==> src/rtl/sram_ctrl_if.sv <==
// Host-side request/response/fill signals plus the SRAM macro pins, bundled for sram_ctrl.
// slave is the controller's view; master is the view of whoever drives it.
interface sram_ctrl_if #(
    parameter int AW = 10,
    parameter int DW = 8
);
    logic          req_valid;
    logic          req_ready;
    logic          req_we;
    logic [AW-1:0] req_addr;
    logic [DW-1:0] req_wdata;
    logic          rsp_valid;
    logic [DW-1:0] rsp_rdata;
    logic          fill_start;
    logic [DW-1:0] fill_value;
    logic          fill_done;
    logic          busy;
    logic          sram_en;
    logic          sram_rws;
    logic [AW-1:0] sram_addr;
    logic [DW-1:0] sram_din;
    logic [DW-1:0] sram_dout;

    modport slave (
        input  req_valid, req_we, req_addr, req_wdata, fill_start, fill_value, sram_dout,
        output req_ready, rsp_valid, rsp_rdata, fill_done, busy,
               sram_en, sram_rws, sram_addr, sram_din
    );

    modport master (
        output req_valid, req_we, req_addr, req_wdata, fill_start, fill_value, sram_dout,
        input  req_ready, rsp_valid, rsp_rdata, fill_done, busy,
               sram_en, sram_rws, sram_addr, sram_din
    );
endinterface

==> src/rtl/sram_ctrl.sv <==
// Sequences single read/write requests and whole-array fills onto an async SRAM as setup/access/hold.
// One access per ACC_CYCLES+3 cycles; req_ready is low for the whole access or fill.
module sram_ctrl #(
    parameter int AW         = 10,
    parameter int DW         = 8,
    parameter int ACC_CYCLES = 2
) (
    input  logic        clk,
    input  logic        rst,
    sram_ctrl_if.slave  bus
);
    typedef enum logic [2:0] {
        IDLE,
        SETUP,
        ACCESS,
        HOLD,
        FILL_NEXT
    } state_e;

    localparam logic [AW-1:0] LAST_ADDR = '1;
    localparam logic [3:0]    CNT_INIT  = 4'(ACC_CYCLES - 1);

    state_e        state_q;
    logic [3:0]    cnt_q;
    logic          fill_q;
    logic          req_ready_q;
    logic          rsp_valid_q;
    logic [DW-1:0] rsp_rdata_q;
    logic          fill_done_q;
    logic          busy_q;
    logic          sram_en_q;
    logic          sram_rws_q;
    logic [AW-1:0] sram_addr_q;
    logic [DW-1:0] sram_din_q;

    always_ff @(posedge clk) begin
        if (rst) begin
            state_q     <= IDLE;
            cnt_q       <= '0;
            fill_q      <= 1'b0;
            req_ready_q <= 1'b1;
            rsp_valid_q <= 1'b0;
            rsp_rdata_q <= '0;
            fill_done_q <= 1'b0;
            busy_q      <= 1'b0;
            sram_en_q   <= 1'b0;
            sram_rws_q  <= 1'b0;
            sram_addr_q <= '0;
            sram_din_q  <= '0;
        end else begin
            case (state_q)
                IDLE: begin
                    if (bus.fill_start) begin
                        fill_q      <= 1'b1;
                        sram_rws_q  <= 1'b1;
                        sram_addr_q <= '0;
                        sram_din_q  <= bus.fill_value;
                        req_ready_q <= 1'b0;
                        busy_q      <= 1'b1;
                        state_q     <= SETUP;
                    end else if (bus.req_valid && req_ready_q) begin
                        fill_q      <= 1'b0;
                        sram_rws_q  <= bus.req_we;
                        sram_addr_q <= bus.req_addr;
                        sram_din_q  <= bus.req_wdata;
                        req_ready_q <= 1'b0;
                        busy_q      <= 1'b1;
                        state_q     <= SETUP;
                    end
                end
                SETUP: begin
                    sram_en_q <= 1'b1;
                    cnt_q     <= CNT_INIT;
                    state_q   <= ACCESS;
                end
                ACCESS: begin
                    if (cnt_q == 4'd0) begin
                        // Outputs are registered, so the HOLD-cycle pulses are set on the way in.
                        sram_en_q <= 1'b0;
                        state_q   <= HOLD;
                        if (!sram_rws_q) begin
                            rsp_rdata_q <= bus.sram_dout;
                            rsp_valid_q <= 1'b1;
                        end
                        if (fill_q && sram_addr_q == LAST_ADDR) begin
                            fill_done_q <= 1'b1;
                        end
                    end else begin
                        cnt_q <= cnt_q - 4'd1;
                    end
                end
                HOLD: begin
                    rsp_valid_q <= 1'b0;
                    fill_done_q <= 1'b0;
                    if (fill_q && sram_addr_q != LAST_ADDR) begin
                        sram_addr_q <= sram_addr_q + 1'b1;
                        state_q     <= FILL_NEXT;
                    end else begin
                        fill_q      <= 1'b0;
                        sram_rws_q  <= 1'b0;
                        req_ready_q <= 1'b1;
                        busy_q      <= 1'b0;
                        state_q     <= IDLE;
                    end
                end
                FILL_NEXT: begin
                    state_q <= SETUP;
                end
                default: begin
                    state_q <= IDLE;
                end
            endcase
        end
    end

    assign bus.req_ready = req_ready_q;
    assign bus.rsp_valid = rsp_valid_q;
    assign bus.rsp_rdata = rsp_rdata_q;
    assign bus.fill_done = fill_done_q;
    assign bus.busy      = busy_q;
    assign bus.sram_en   = sram_en_q;
    assign bus.sram_rws  = sram_rws_q;
    assign bus.sram_addr = sram_addr_q;
    assign bus.sram_din  = sram_din_q;
endmodule

==> src/flat_wrapper.sv <==
// flat-port wrapper written by rule: the top's interface ports become plain ports
module sram_ctrl_flat 
#(
    parameter int AW         = 10,
    parameter int DW         = 8,
    parameter int ACC_CYCLES = 2
)
  (clk, rst, bus_req_valid, bus_req_we, bus_req_addr, bus_req_wdata, bus_fill_start, bus_fill_value, bus_sram_dout, bus_req_ready, bus_rsp_valid, bus_rsp_rdata, bus_fill_done, bus_busy, bus_sram_en, bus_sram_rws, bus_sram_addr, bus_sram_din);
  sram_ctrl_if #(.AW(AW), .DW(DW)) bus_i ();
  input  logic clk;
  input  logic rst;
  input wire logic [$bits(bus_i.req_valid)-1:0] bus_req_valid;
  input wire logic [$bits(bus_i.req_we)-1:0] bus_req_we;
  input wire logic [$bits(bus_i.req_addr)-1:0] bus_req_addr;
  input wire logic [$bits(bus_i.req_wdata)-1:0] bus_req_wdata;
  input wire logic [$bits(bus_i.fill_start)-1:0] bus_fill_start;
  input wire logic [$bits(bus_i.fill_value)-1:0] bus_fill_value;
  input wire logic [$bits(bus_i.sram_dout)-1:0] bus_sram_dout;
  output wire logic [$bits(bus_i.req_ready)-1:0] bus_req_ready;
  output wire logic [$bits(bus_i.rsp_valid)-1:0] bus_rsp_valid;
  output wire logic [$bits(bus_i.rsp_rdata)-1:0] bus_rsp_rdata;
  output wire logic [$bits(bus_i.fill_done)-1:0] bus_fill_done;
  output wire logic [$bits(bus_i.busy)-1:0] bus_busy;
  output wire logic [$bits(bus_i.sram_en)-1:0] bus_sram_en;
  output wire logic [$bits(bus_i.sram_rws)-1:0] bus_sram_rws;
  output wire logic [$bits(bus_i.sram_addr)-1:0] bus_sram_addr;
  output wire logic [$bits(bus_i.sram_din)-1:0] bus_sram_din;
  assign bus_i.req_valid = bus_req_valid;
  assign bus_i.req_we = bus_req_we;
  assign bus_i.req_addr = bus_req_addr;
  assign bus_i.req_wdata = bus_req_wdata;
  assign bus_i.fill_start = bus_fill_start;
  assign bus_i.fill_value = bus_fill_value;
  assign bus_i.sram_dout = bus_sram_dout;
  assign bus_req_ready = bus_i.req_ready;
  assign bus_rsp_valid = bus_i.rsp_valid;
  assign bus_rsp_rdata = bus_i.rsp_rdata;
  assign bus_fill_done = bus_i.fill_done;
  assign bus_busy = bus_i.busy;
  assign bus_sram_en = bus_i.sram_en;
  assign bus_sram_rws = bus_i.sram_rws;
  assign bus_sram_addr = bus_i.sram_addr;
  assign bus_sram_din = bus_i.sram_din;
  sram_ctrl #(.AW(AW), .DW(DW), .ACC_CYCLES(ACC_CYCLES)) u_core (.clk(clk), .rst(rst), .bus(bus_i));
endmodule
==> config.mk <==
export PLATFORM = sky130hd
export DESIGN_NAME = sram_ctrl_flat
export DESIGN_NICKNAME = d
export VERILOG_FILES = /design/src/rtl/sram_ctrl_if.sv /design/src/rtl/sram_ctrl.sv /design/src/flat_wrapper.sv
export SDC_FILE = /design/constraint.sdc
export NUM_CORES = 1
export LEC_CHECK = 0
export CORE_ASPECT_RATIO = 1.1
export CORE_MARGIN = 3
export CORE_UTILIZATION = 40
export DETAILED_ROUTE_END_ITERATION = 8
export GPL_TIMING_DRIVEN = 0
export PLACE_DENSITY = 0.76
export SLEW_MARGIN = 40
export SYNTH_ARGS = -nofsm -noshare
export SYNTH_HDL_FRONTEND = slang
export SYNTH_SLANG_ARGS = --single-unit
export TNS_END_PERCENT = 1
==> constraint.sdc <==
create_clock -name clk -period 2.1 [get_ports clk]
set_clock_uncertainty 0.2 [all_clocks]
set_input_delay 0.42 -clock clk [delete_from_list [all_inputs] [get_ports clk]]
set_output_delay 0.42 -clock clk [all_outputs]
set_load 0.05 [all_outputs]
==> results of run 1 <==
-- power breakdown --
part	switching, uW	total, uW	leakage, uW	internal (uW)
combinational	805	1280	0.000789	478
clock	277	697	0.0000645	420
sequential	118	1020	0.000332	899
-- kinds of logic (layout without fill, tap and decap cells) --
kind of cell | Yosys count | in the layout | share of synthesized area, %
muxes | 16 | 16 | 8.11
adders and majority gates | 3 | 3 | 1.90
AOI/OAI and AO/OA | 59 | 59 | 20.6
buffers and inverters | 21 | 97 | 4.69
and+or+nand+nor | 81 | 81 | 21.9
DFF | 40 | 40 | 40.6
xor gates and xnor gates | 5 | 5 | 2.22
-- worst paths after layout --
path	slack, ns	to	cells past startpoint
max	0.04	bus_rsp_rdata[3]	1
min	0.27	u_core.bus.rsp_valid$_SDFFE_PP0P_	1
max reg2reg	0.11	u_core.bus.rsp_rdata[5]$_SDFFE_PP0P_	8
min reg2reg	0.27	u_core.bus.rsp_valid$_SDFFE_PP0P_	1
-- state kept, by name, indices dropped and copies added, names as in the netlist, 3 cells and up --
| name | flops |
|---|---|
| u_core.bus.sram_din | 8 |
| u_core.cnt_q | 4 |
| u_core.state_q | 3 |
| u_core.bus.rsp_rdata | 8 |
| u_core.bus.sram_addr | 10 |
-- final cells by class --
type                    instances  area, um2
well taps                      56       70.1
fillers                       423       1780
clock inverters                 1       30.0
clock buffers                   7       96.3
flip-flops and latches         40        812
plain buffers                  16       80.1
multi-input cells             164       1120
inverters                       4       15.0
repair buffers                 69        706
-- through the flow --
step	utilization, %	hold WS (ns)	instance area [um2]	setup WS [ns]	std cells
floorplan	-	0.272	1990	0.0486	225
global placement	58.1	0.258	2740	-0.150	349
detailed placement	58.1	0.262	2740	-0.179	349
CTS	61.4	0.279	2900	0.00953	358
global route	62.2	0.294	2930	-0.00256	357
finish	62.2	0.274	2930	0.0432	357
-- cells in the final DEF, fill, tap and decap left out, drive strengths merged, types with 2 or more instances in the layout --
cell type	netlist	layout
nor3	15	15
o32ai	2	2
xnor2	3	3
nor2	26	26
nand2b	3	3
nor3b	4	4
o21ai	10	10
o31ai	2	2
a211oi	12	12
buf	6	7
dlygate4sd2	0	10
dfxtp	40	40
xor2	2	2
a21oi	11	11
a311oi	5	5
nand4	2	2
nand2	9	9
nand3b	3	3
inv	4	4
nor4	4	4
ha	3	3
clkdlybuf4s50	0	51
clkbuf	11	17
dlymetal6s2s	0	7
o21a	3	3
nand3	7	7
o31a	4	4
a22oi	2	2
mux2i	16	16
a31oi	2	2
and2	2	2
a21o	2	2
-- routing by layer --
layer | wire length [um] | up-vias | GRT usage [%] | part of all wire [%]
li1 | - | 975 | - | -
met1 | 2460 | 918 | 26.5 | 44
met2 | 2660 | 61 | 32.5 | 48
met3 | 385 | 8 | 5.79 | 6.9
met4 | 68 | 0 | 6.09 | 1.2
met5 | 0 | - | 0 | 0
-- timing repair --
| action | 4_1_cts | 5_1_grt |
|---|---|---|
| buffers inserted | 1 | 0 |
| pin swaps | 1 | 3 |
| resized for setup | 15 | 20 |
| endpoints found under the setup margin | 30 | 36 |
==> summary.txt, run 1 <==
Logic synthesis
  – Post-synthesis register bit count: 40
  – Synth Area per Inst: between 8 and 9 um2
  – Cells after synthesis: between 200 and 250
  – Yosys Warn Count: 0
  – Synth Flop Type: dfxtp_1
  – Post-synth top area cell: dfxtp_1
  – Synth area leaders: dfxtp_1 41%, mux2i_1 8.1%, nor2_1 4.9%
  – Top cells by count, synth: 40 x dfxtp_1, 26 x nor2_1, 16 x mux2i_1, 15 x nor3_1, 12 x a211oi_1
  – Most common cell in the netlist: dfxtp_1
  – Sequential-to-total area share from yosys stat: about two fifths
  – Post-Syn Area: ~2000 um2
  – Syn_nets: 267
  – Post-synth ARST share: 0%
  – Top cell type's share of synthesized area: between 40 and 50%
  – Synth cell types: 42
  – EDFF count, synth: 0

Critical path
  – Critical-path cell list: clkdlybuf4s50_1
  – Crit end category: output port
  – Type of the worst setup path: flop to output port
  – FF-to-FF Start: u_core.cnt_q[0]$_SDFFE_PP0P_
  – CP max stage delay: 0.80 ns
  – Max Fanout on Critical Path: 2
  – Crit path from: u_core.bus.rsp_rdata[3]$_SDFFE_PP0P_
  – CP required: around 1.5 ns
  – CP top delay family: buffers and inverters
  – CP Launch Type: flop
  – Worst path bufs/invs: 1
  – CP max-delay cell: clkdlybuf4s50_1
  – WP data arrival: 1.44 ns

Placement
  – Routability cong.: roughly 0.76
  – PortBufs: roughly 70
  – Hpwl dp: ~3800 um

STA
  – RSZ-0062 raised after global routing: yes
  – Final Max Slew Viols: 0
  – Final setup fails: 0
  – Slew margin rel.: between 50% and 60%
  – Fmax: a little under 500 MHz
  – Final Cycle Share: between 90% and 100%
  – Setup_tns: 0 ns
  – Worst-margin pin slew: approximately 0.66 ns
  – Period minus WS final: approximately 2 ns
  – Final Hold Fails: 0

Finish
  – Nets@finish: between 300 and 400
  – Share of layout cells above drive strength 1: about an eighth
  – # diodes: 0
  – Area grow syn2layout: 48.6%

Drt
  – First-pass DRT Iterations: 4
  – Drt first-iter violations: 162
  – Final ANT Viol Nets: 0
  – Total Wirelength: 5580 um
  – Via count: 1962
  – Routed wire per std cell: approximately 16 um
  – DRC Markers: 0
  – Vias per inst: between 5 and 6

Die
  – Initial Util: approximately two fifths
  – Top Ports: 71
  – Die area: just under 6000 um2
  – Site row count: 26
  – Die height: 79.7 um
  – Die X: about 73 um
  – Placeable Area: 4720 um2

GRT
  – Vias in the first global route: about 2000
  – Largest net degree at the start of global routing: 13
  – Global Route Usage Sum: between 20% and 30%
  – GRT overflow: 0
  – First-pass GRT wire length: around 9400 um
  – Initial antenna violation count: 0

Power and ir drop
  – Max IR drop VDD: between 0.5 and 0.6 mV
  – Leakage: ~0.0012 uW
  – Total Power: approximately 3000 uW
  – Pwr/cell area: 1020 nW/um2

CTS
  – Clock Sinks: 40
  – H-tree depth: 2
  – CTS buffer count: 5
  – Hold Buf Count CTS: 0
  – Clk root buf: clkbuf_8
  – CTS tree: yes
  – Max clock buf depth: 2
  – Clock Pin Slew Worst Setup and Hold Paths: 0.08 ns
  – Clk Latency, worst-skew pair: 0.29 ns

Run status
  – Status: complete, no violations

Worst hold path
  – Min-Delay Path Class: flop to flop
  – Hold_sp: u_core.bus.rsp_valid$_SDFFE_PP0P_

Flow run
  – Max-cap viol count: 0
No activity file was read; power rests on OpenSTA's default activity.
==> run 2: changes to the inputs <==
--- a/config.mk
+++ b/config.mk
@@ -5,7 +5,7 @@
 export SDC_FILE = /design/constraint.sdc
 export NUM_CORES = 1
 export LEC_CHECK = 0
-export CORE_ASPECT_RATIO = 1.1
+export CORE_ASPECT_RATIO = 1.4
 export CORE_MARGIN = 3
 export CORE_UTILIZATION = 40
 export DETAILED_ROUTE_END_ITERATION = 8
==> constraint.sdc (replaced) <==
create_clock -name clk -period 2.1 [get_ports clk]
set_clock_uncertainty 0.2 [all_clocks]
set_input_delay 0.42 -clock clk [delete_from_list [all_inputs] [get_ports clk]]
set_output_delay 0.42 -clock clk [all_outputs]
set_load 0.02 [all_outputs]
==> summary.txt, run 2 (synthesized netlist as in run 1, its figures left out) <==
Run status
  – Status: complete, no violations

Critical path
  – CP Launch Type: flop
  – Max Fanout on Critical Path: 5 (+3)
  – Critical-path cell list: clkdlybuf4s50_1
  – CP max stage delay: 0.66 ns (-0.14 ns)
  – Worst path bufs/invs: 1 (unchanged)
  – CP max-delay cell: clkdlybuf4s50_1
  – CP top delay family: buffers and inverters
  – CP required: 1.48 ns (about the same)
  – Crit end category: output port
  – Type of the worst setup path: flop to output port
  – WP data arrival: 1.43 ns (about the same)

CTS
  – H-tree depth: 2 (unchanged)
  – CTS tree: yes
  – Clock Sinks: 40 (unchanged)
  – Clock Pin Slew Worst Setup and Hold Paths: 0.08 ns (about the same)
  – Clk root buf: clkbuf_8
  – Max clock buf depth: 2 (unchanged)
  – Hold Buf Count CTS: 0 (unchanged)
  – CTS buffer count: 5 (unchanged)
  – Clk Latency, worst-skew pair: 0.30 ns (about the same)

Drt
  – Routed wire per std cell: 14.3 um (-8.5%)
  – DRC Markers: 0 (unchanged)
  – Total Wirelength: 5200 um (-6.7%)
  – Vias per inst: 5.39 (-1.9%)
  – Via count: 1962 (unchanged)
  – Final ANT Viol Nets: 0 (unchanged)
  – First-pass DRT Iterations: 4 (unchanged)
  – Drt first-iter violations: 116 (-28%)

STA
  – Final setup fails: 0 (unchanged)
  – Final critical-path setup slack: 0.0466 ns (+0.00346 ns)
  – Fmax: 487 MHz (+0.17%)
  – Slew margin rel.: 55.2% (-0.39 points)
  – RSZ-0062 raised after global routing: yes
  – Final Cycle Share: 97.8% (-0.16 points)
  – Period minus WS final: 2.05 ns (-0.00346 ns)
  – Final Max Slew Viols: 0 (unchanged)
  – Worst-margin pin slew: 0.670 ns (+0.00582 ns)
  – Final Hold Fails: 0 (unchanged)

Placement
  – PortBufs: 68 (unchanged)
  – Placed cells: 355 (+1.7%)
  – Hpwl dp: 3740 um (-1.9%)
  – Routability cong.: 0.806 (+5.6%)
  – Dpl ws: -0.177 ns (+0.00205 ns)

Finish
  – Share of layout cells above drive strength 1: 11.6% (-1.7 points)
  – Max reg flops: 10 (unchanged)
  – Nets@finish: 343 (+0.29%)
  – Final Non-Filler Cells: 364 (+2.0%)
  – Finished Core Util: 62.6% (+0.38 points)
  – Most frequent cells in the layout: 67 x clkdlybuf4s50_1, 34 x dfxtp_1, 25 x nor2_1
  – Commonest non-fill, non-tap cell in the layout: clkdlybuf4s50_1
  – # diodes: 0 (unchanged)
  – Area grow syn2layout: 47.2%

Die
  – Die X: 65.4 um (-10%)
  – Die area: 5830 um2 (+0.19%)
  – Site row count: 29 (+12%)
  – Top Ports: 71 (unchanged)
  – Initial Util: 42.5% (+0.65 points)
  – Die height: 89.1 um (+12%)
  – Placeable Area: 4640 um2 (-1.5%)

GRT
  – GRT overflow: 0 (unchanged)
  – Vias in the first global route: 1927 (-3.0%)
  – Initial antenna violation count: 0 (unchanged)
  – Global Route Usage Sum: 19.3% (-1.1 points)
  – First-pass GRT wire length: 8870 um (-5.6%)
  – Largest net degree at the start of global routing: 15 (+2)

Power and ir drop
  – Leakage: 0.00104 uW (-12%)
  – Pwr/cell area: 933 nW/um2 (-8.7%)
  – Total Power: 2710 uW (-9.6%)
  – Max IR drop VDD: 0.614 mV (+7.0%)

Worst hold path
  – Min-Delay Path Class: flop to flop

Flow run
  – Max-cap viol count: 0 (unchanged)
run 2: cell count changes in the layout (fill, tap and decap cells not counted), moves of 2 or more:
cell,previous run,this run
buf_4,0,2
clkbuf_1,7,9
clkbuf_2,2,0
clkbuf_8,7,5
clkdlybuf4s50_1,51,67
dfxtp_1,31,34
dfxtp_2,9,6
dlygate4sd2_1,10,0
dlymetal6s2s_1,7,1
run 2: final timing paths:
path	from	endpoint	slack [ns]	cells past startpoint
worst max-delay path	u_core.bus.sram_addr[4]$_SDFFE_PP0P_	bus_sram_addr[4]	0.05	1
worst min-delay path	u_core.bus.rsp_valid$_SDFFE_PP0P_	u_core.bus.rsp_valid$_SDFFE_PP0P_	0.27	1
worst max register to register	u_core.state_q[2]$_SDFFE_PP0P_	u_core.bus.sram_addr[7]$_SDFFE_PP0P_	0.12	6
worst min register to register	u_core.bus.rsp_valid$_SDFFE_PP0P_	u_core.bus.rsp_valid$_SDFFE_PP0P_	0.27	1
run 2: report_power, final:
group          internal, uW  switching, uW
Combinational           498            546
Clock                   358            296
Sequential              896            117
Total                  1750            959
run 2: repair_timing:
| action | 4_1_cts | 5_1_grt |
|---|---|---|
| pin swaps | 1 | 3 |
| setup buffers | 2 | 0 |
| gates resized for setup | 4 | 13 |
| gates cloned | 0 | 0 |
| endpoints found under the setup margin | 19 | 31 |
run 2: stage by stage:
stage	setup TNS [ns]	hold slack (ns)	area (um2)
after global placement	-2.03	0.255	2740
after detailed placement	-2.27	0.260	2740
after floorplan	0	0.272	1980
after CTS	0	0.279	2890
final	0	0.272	2910
after global routing	-0.0133	0.315	2910
run 2: layout make-up:
cell class / count / area (um2)
Clock inverter: 3 / 46.3
Sequential cell: 40 / 808
Multi-Input combinational cell: 164 / 1120
Buffer: 16 / 75.1
Timing Repair Buffer: 70 / 698
Tap cell: 62 / 77.6
Fill cell: 424 / 1740
Clock buffer: 5 / 68.8
Inverter: 4 / 15.0
run 2: routing by layer:
| metal | up-vias | global-route usage (%) | routed length (um) |
|---|---|---|---|
| met5 | - | 0 | 0 |
| met4 | 0 | 7.36 | 114 |
| met3 | 12 | 6.16 | 303 |
| met2 | 58 | 33.1 | 2600 |
| met1 | 918 | 22.5 | 2180 |
| li1 | 974 | - | - |
run 2: worst register-to-register path: cells and delay by family, from the launching register on:
family,cells,cell delay [ns]
buffers and inverters,3,0.75
AO/OA/AOI/OAI,2,0.40
flip-flops,1,0.30
AND/OR/NAND/NOR,1,0.24
==> run 3: changes to the inputs <==
--- a/config.mk
+++ b/config.mk
@@ -5,12 +5,13 @@
 export SDC_FILE = /design/constraint.sdc
 export NUM_CORES = 1
 export LEC_CHECK = 0
+export ABC_AREA = 1
 export CORE_ASPECT_RATIO = 1.4
 export CORE_MARGIN = 3
 export CORE_UTILIZATION = 40
 export DETAILED_ROUTE_END_ITERATION = 8
 export GPL_TIMING_DRIVEN = 0
-export PLACE_DENSITY = 0.76
+export PLACE_DENSITY = 0.75
 export SLEW_MARGIN = 40
 export SYNTH_ARGS = -nofsm -noshare
 export SYNTH_HDL_FRONTEND = slang
==> summary.txt, run 3 <==
Logic synthesis
  – Top cells by count, synth: 83 x nand2_1, 47 x nor2_1, 40 x dfxtp_1, 21 x inv_1, 19 x nand3_1
  – Post-synthesis register bit count: 40 (unchanged)
  – Cells after synthesis: 296 (+32%)
  – Post-synth top area cell: dfxtp_1
  – Synth Area per Inst: 6.76 um2 (-23%)
  – Sequential-to-total area share from yosys stat: 40.0% (-0.53 points)
  – Syn_nets: 338 (+27%)
  – Post-synth ARST share: 0% (unchanged)
  – Synth cell types: 28 (-33%)
  – Yosys Warn Count: 0 (unchanged)
  – EDFF count, synth: 0 (unchanged)
  – Most common cell in the netlist: nand2_1
  – Synth area leaders: dfxtp_1 40%, nand2_1 16%, nor2_1 8.8%
  – Post-Syn Area: 2000 um2 (+1.3%)
  – Top cell type's share of synthesized area: 40.0% (-0.53 points)
  – Synth Flop Type: dfxtp_1

Drt
  – Vias per inst: 4.80 (-11%)
  – Via count: 2088 (+6.4%)
  – Routed wire per std cell: 11.7 um (-18%)
  – DRC Markers: 0 (unchanged)
  – First-pass DRT Iterations: 6 (+2)
  – Final ANT Viol Nets: 0 (unchanged)
  – Drt first-iter violations: 82 (-29%)
  – Total Wirelength: 5100 um (-1.9%)

Critical path
  – CP Launch Type: flop
  – Crit end category: output port
  – CP max-delay cell: clkdlybuf4s50_1
  – CP max stage delay: 0.66 ns (about the same)
  – WP data arrival: 1.43 ns (about the same)
  – Max Fanout on Critical Path: 7 (+2)
  – Type of the worst setup path: flop to output port
  – Critical-path cell list: clkdlybuf4s50_1
  – CP required: 1.48 ns (about the same)
  – Worst path bufs/invs: 1 (unchanged)
  – CP top delay family: buffers and inverters

Die
  – Top Ports: 71 (unchanged)
  – Initial Util: 42.7% (+0.23 points)
  – Site row count: 29 (unchanged)
  – Die X: 65.8 um (+0.60%)
  – Die height: 89.7 um (+0.62%)
  – Die area: 5900 um2 (+1.2%)
  – Placeable Area: 4680 um2 (+0.78%)

GRT
  – Largest net degree at the start of global routing: 12 (-3)
  – Initial antenna violation count: 0 (unchanged)
  – Global Route Usage Sum: 18.3% (-0.98 points)
  – GRT overflow: 0 (unchanged)
  – Vias in the first global route: 1929 (+0.10%)
  – First-pass GRT wire length: 8470 um (-4.5%)

Finish
  – Multi-input combinational cell area: 1050 um2 (-5.8%)
  – Nets@finish: 414 (+21%)
  – Commonest non-fill, non-tap cell in the layout: nand2_1
  – Area grow syn2layout: 43.0%
  – Max reg flops: 10 (unchanged)
  – # diodes: 0 (unchanged)
  – Reg area: 801 um2 (-0.93%)
  – Most frequent cells in the layout: 83 x nand2_1, 68 x clkdlybuf4s50_1, 47 x nor2_1
  – Finished Core Util: 61.1% (-1.4 points)
  – Filler cells: 460 (+8.5%)
  – Share of layout cells above drive strength 1: 8.31% (-3.3 points)

CTS
  – CTS buffer count: 5 (unchanged)
  – Hold Buf Count CTS: 0 (unchanged)
  – CTS tree: yes
  – Clk root buf: clkbuf_8
  – Clock Sinks: 40 (unchanged)
  – Clock Pin Slew Worst Setup and Hold Paths: 0.08 ns (about the same)
  – Clk Latency, worst-skew pair: 0.29 ns (about the same)
  – Max clock buf depth: 2 (unchanged)
  – H-tree depth: 2 (unchanged)

Worst hold path
  – Min-Delay Path Class: primary input to flop

STA
  – Final Hold Fails: 0 (unchanged)
  – Worst-margin pin slew: 0.508 ns (-0.162 ns)
  – Fmax: 487 MHz (about the same)
  – Final Cycle Share: 97.8% (about the same)
  – Final setup fails: 0 (unchanged)
  – Final Max Slew Viols: 0 (unchanged)
  – Slew margin rel.: 66.1% (+11 points)
  – Setup_tns: 0 ns (unchanged)
  – Period minus WS final: 2.05 ns (+0.000405 ns)
  – RSZ-0062 raised after global routing: no

Power and ir drop
  – Leakage: 0.00122 uW (+18%)
  – Max IR drop VDD: 0.576 mV (-6.3%)
  – Total Power: 2410 uW (-11%)
  – Pwr/cell area: 843 nW/um2 (-9.6%)

Run status
  – Status: complete, no violations

Placement
  – Hpwl dp: 3880 um (+3.8%)
  – PortBufs: 69 (+1.5%)
  – Routability cong.: 0.872 (+8.2%)

Flow run
  – Max-cap viol count: 0 (unchanged)
[run 3: cell types whose count changed after synthesis, moves of 13 or more]
| cell | previous run | this run |
|---|---|---|
| inv_1 | 4 | 21 |
| mux2i_1 | 16 | 0 |
| nand2_1 | 9 | 83 |
| nor2_1 | 26 | 47 |
| o21ai_1 | 0 | 13 |
[run 3: where the power goes]
| group | switching (uW) | leakage [uW] | internal [uW] |
|---|---|---|---|
| clock | 260 | 0.0000455 | 268 |
| combinational | 493 | 0.000846 | 402 |
| sequential | 106 | 0.000329 | 885 |
[run 3: cells by family after synthesis]
group / count (synthesis) / synth area share (%)
XOR/XNOR: 1 / 0.438
AO/OA/AOI/OAI: 49 / 13.5
buffers and inverters: 35 / 7.38
AND/OR/NAND/NOR: 168 / 36.8
flip-flops: 40 / 40.0
adder cells (fa/ha/maj): 3 / 1.88
[run 3: metrics by stage]
step	setup WS (ns)	std cells	area, um2	hold slack (ns)
4_1_cts	0.0325	435	2860	0.195
2_1_floorplan	0.311	296	2000	0.247
3_3_place_gp	0.0717	427	2770	0.248
3_5_place_dp	0.0535	427	2770	0.247
6_report	0.0462	435	2860	0.201
5_1_grt	0.00776	435	2860	0.222
[run 3: final cells by class]
type                            instances  area share [%]
Multi-Input combinational cell        221            36.8
Sequential cell                        40            28.0
Timing Repair Buffer                   69            24.2
Inverter                               27            3.54
Clock buffer                            8            3.15
Tap cell                               62            2.71
Buffer                                  8            1.62
[run 3: worst paths after layout]
kind / cells past startpoint / endpoint / from / slack [ns]
worst min register to register: 2 / u_core.bus.fill_done$_SDFFE_PP0P_ / u_core.bus.fill_done$_SDFFE_PP0P_ / 0.26
worst max-delay path: 1 / bus_sram_addr[2] / u_core.bus.sram_addr[2]$_SDFFE_PP0P_ / 0.05
worst min-delay path: 2 / u_core.fill_q$_SDFFE_PP0P_ / rst / 0.20
worst max register to register: 9 / u_core.bus.sram_addr[1]$_SDFFE_PP0P_ / u_core.bus.sram_addr[1]$_SDFFE_PP0P_ / 0.25
[run 3: per-layer routing]
layer,wire length [um],vias up,track usage [%]
met2,2550,58,32.1
li1,-,1097,-
met4,87,0,6.98
met5,0,-,0
met3,324,8,5.85
met1,2140,925,20.6
[run 3: what timing repair did]
action | CTS | global route
buffers inserted | 0 | 0
resized for setup | 0 | 1
endpoints found under the hold margin | 0 | 0
setup endpoints to repair | 0 | 1
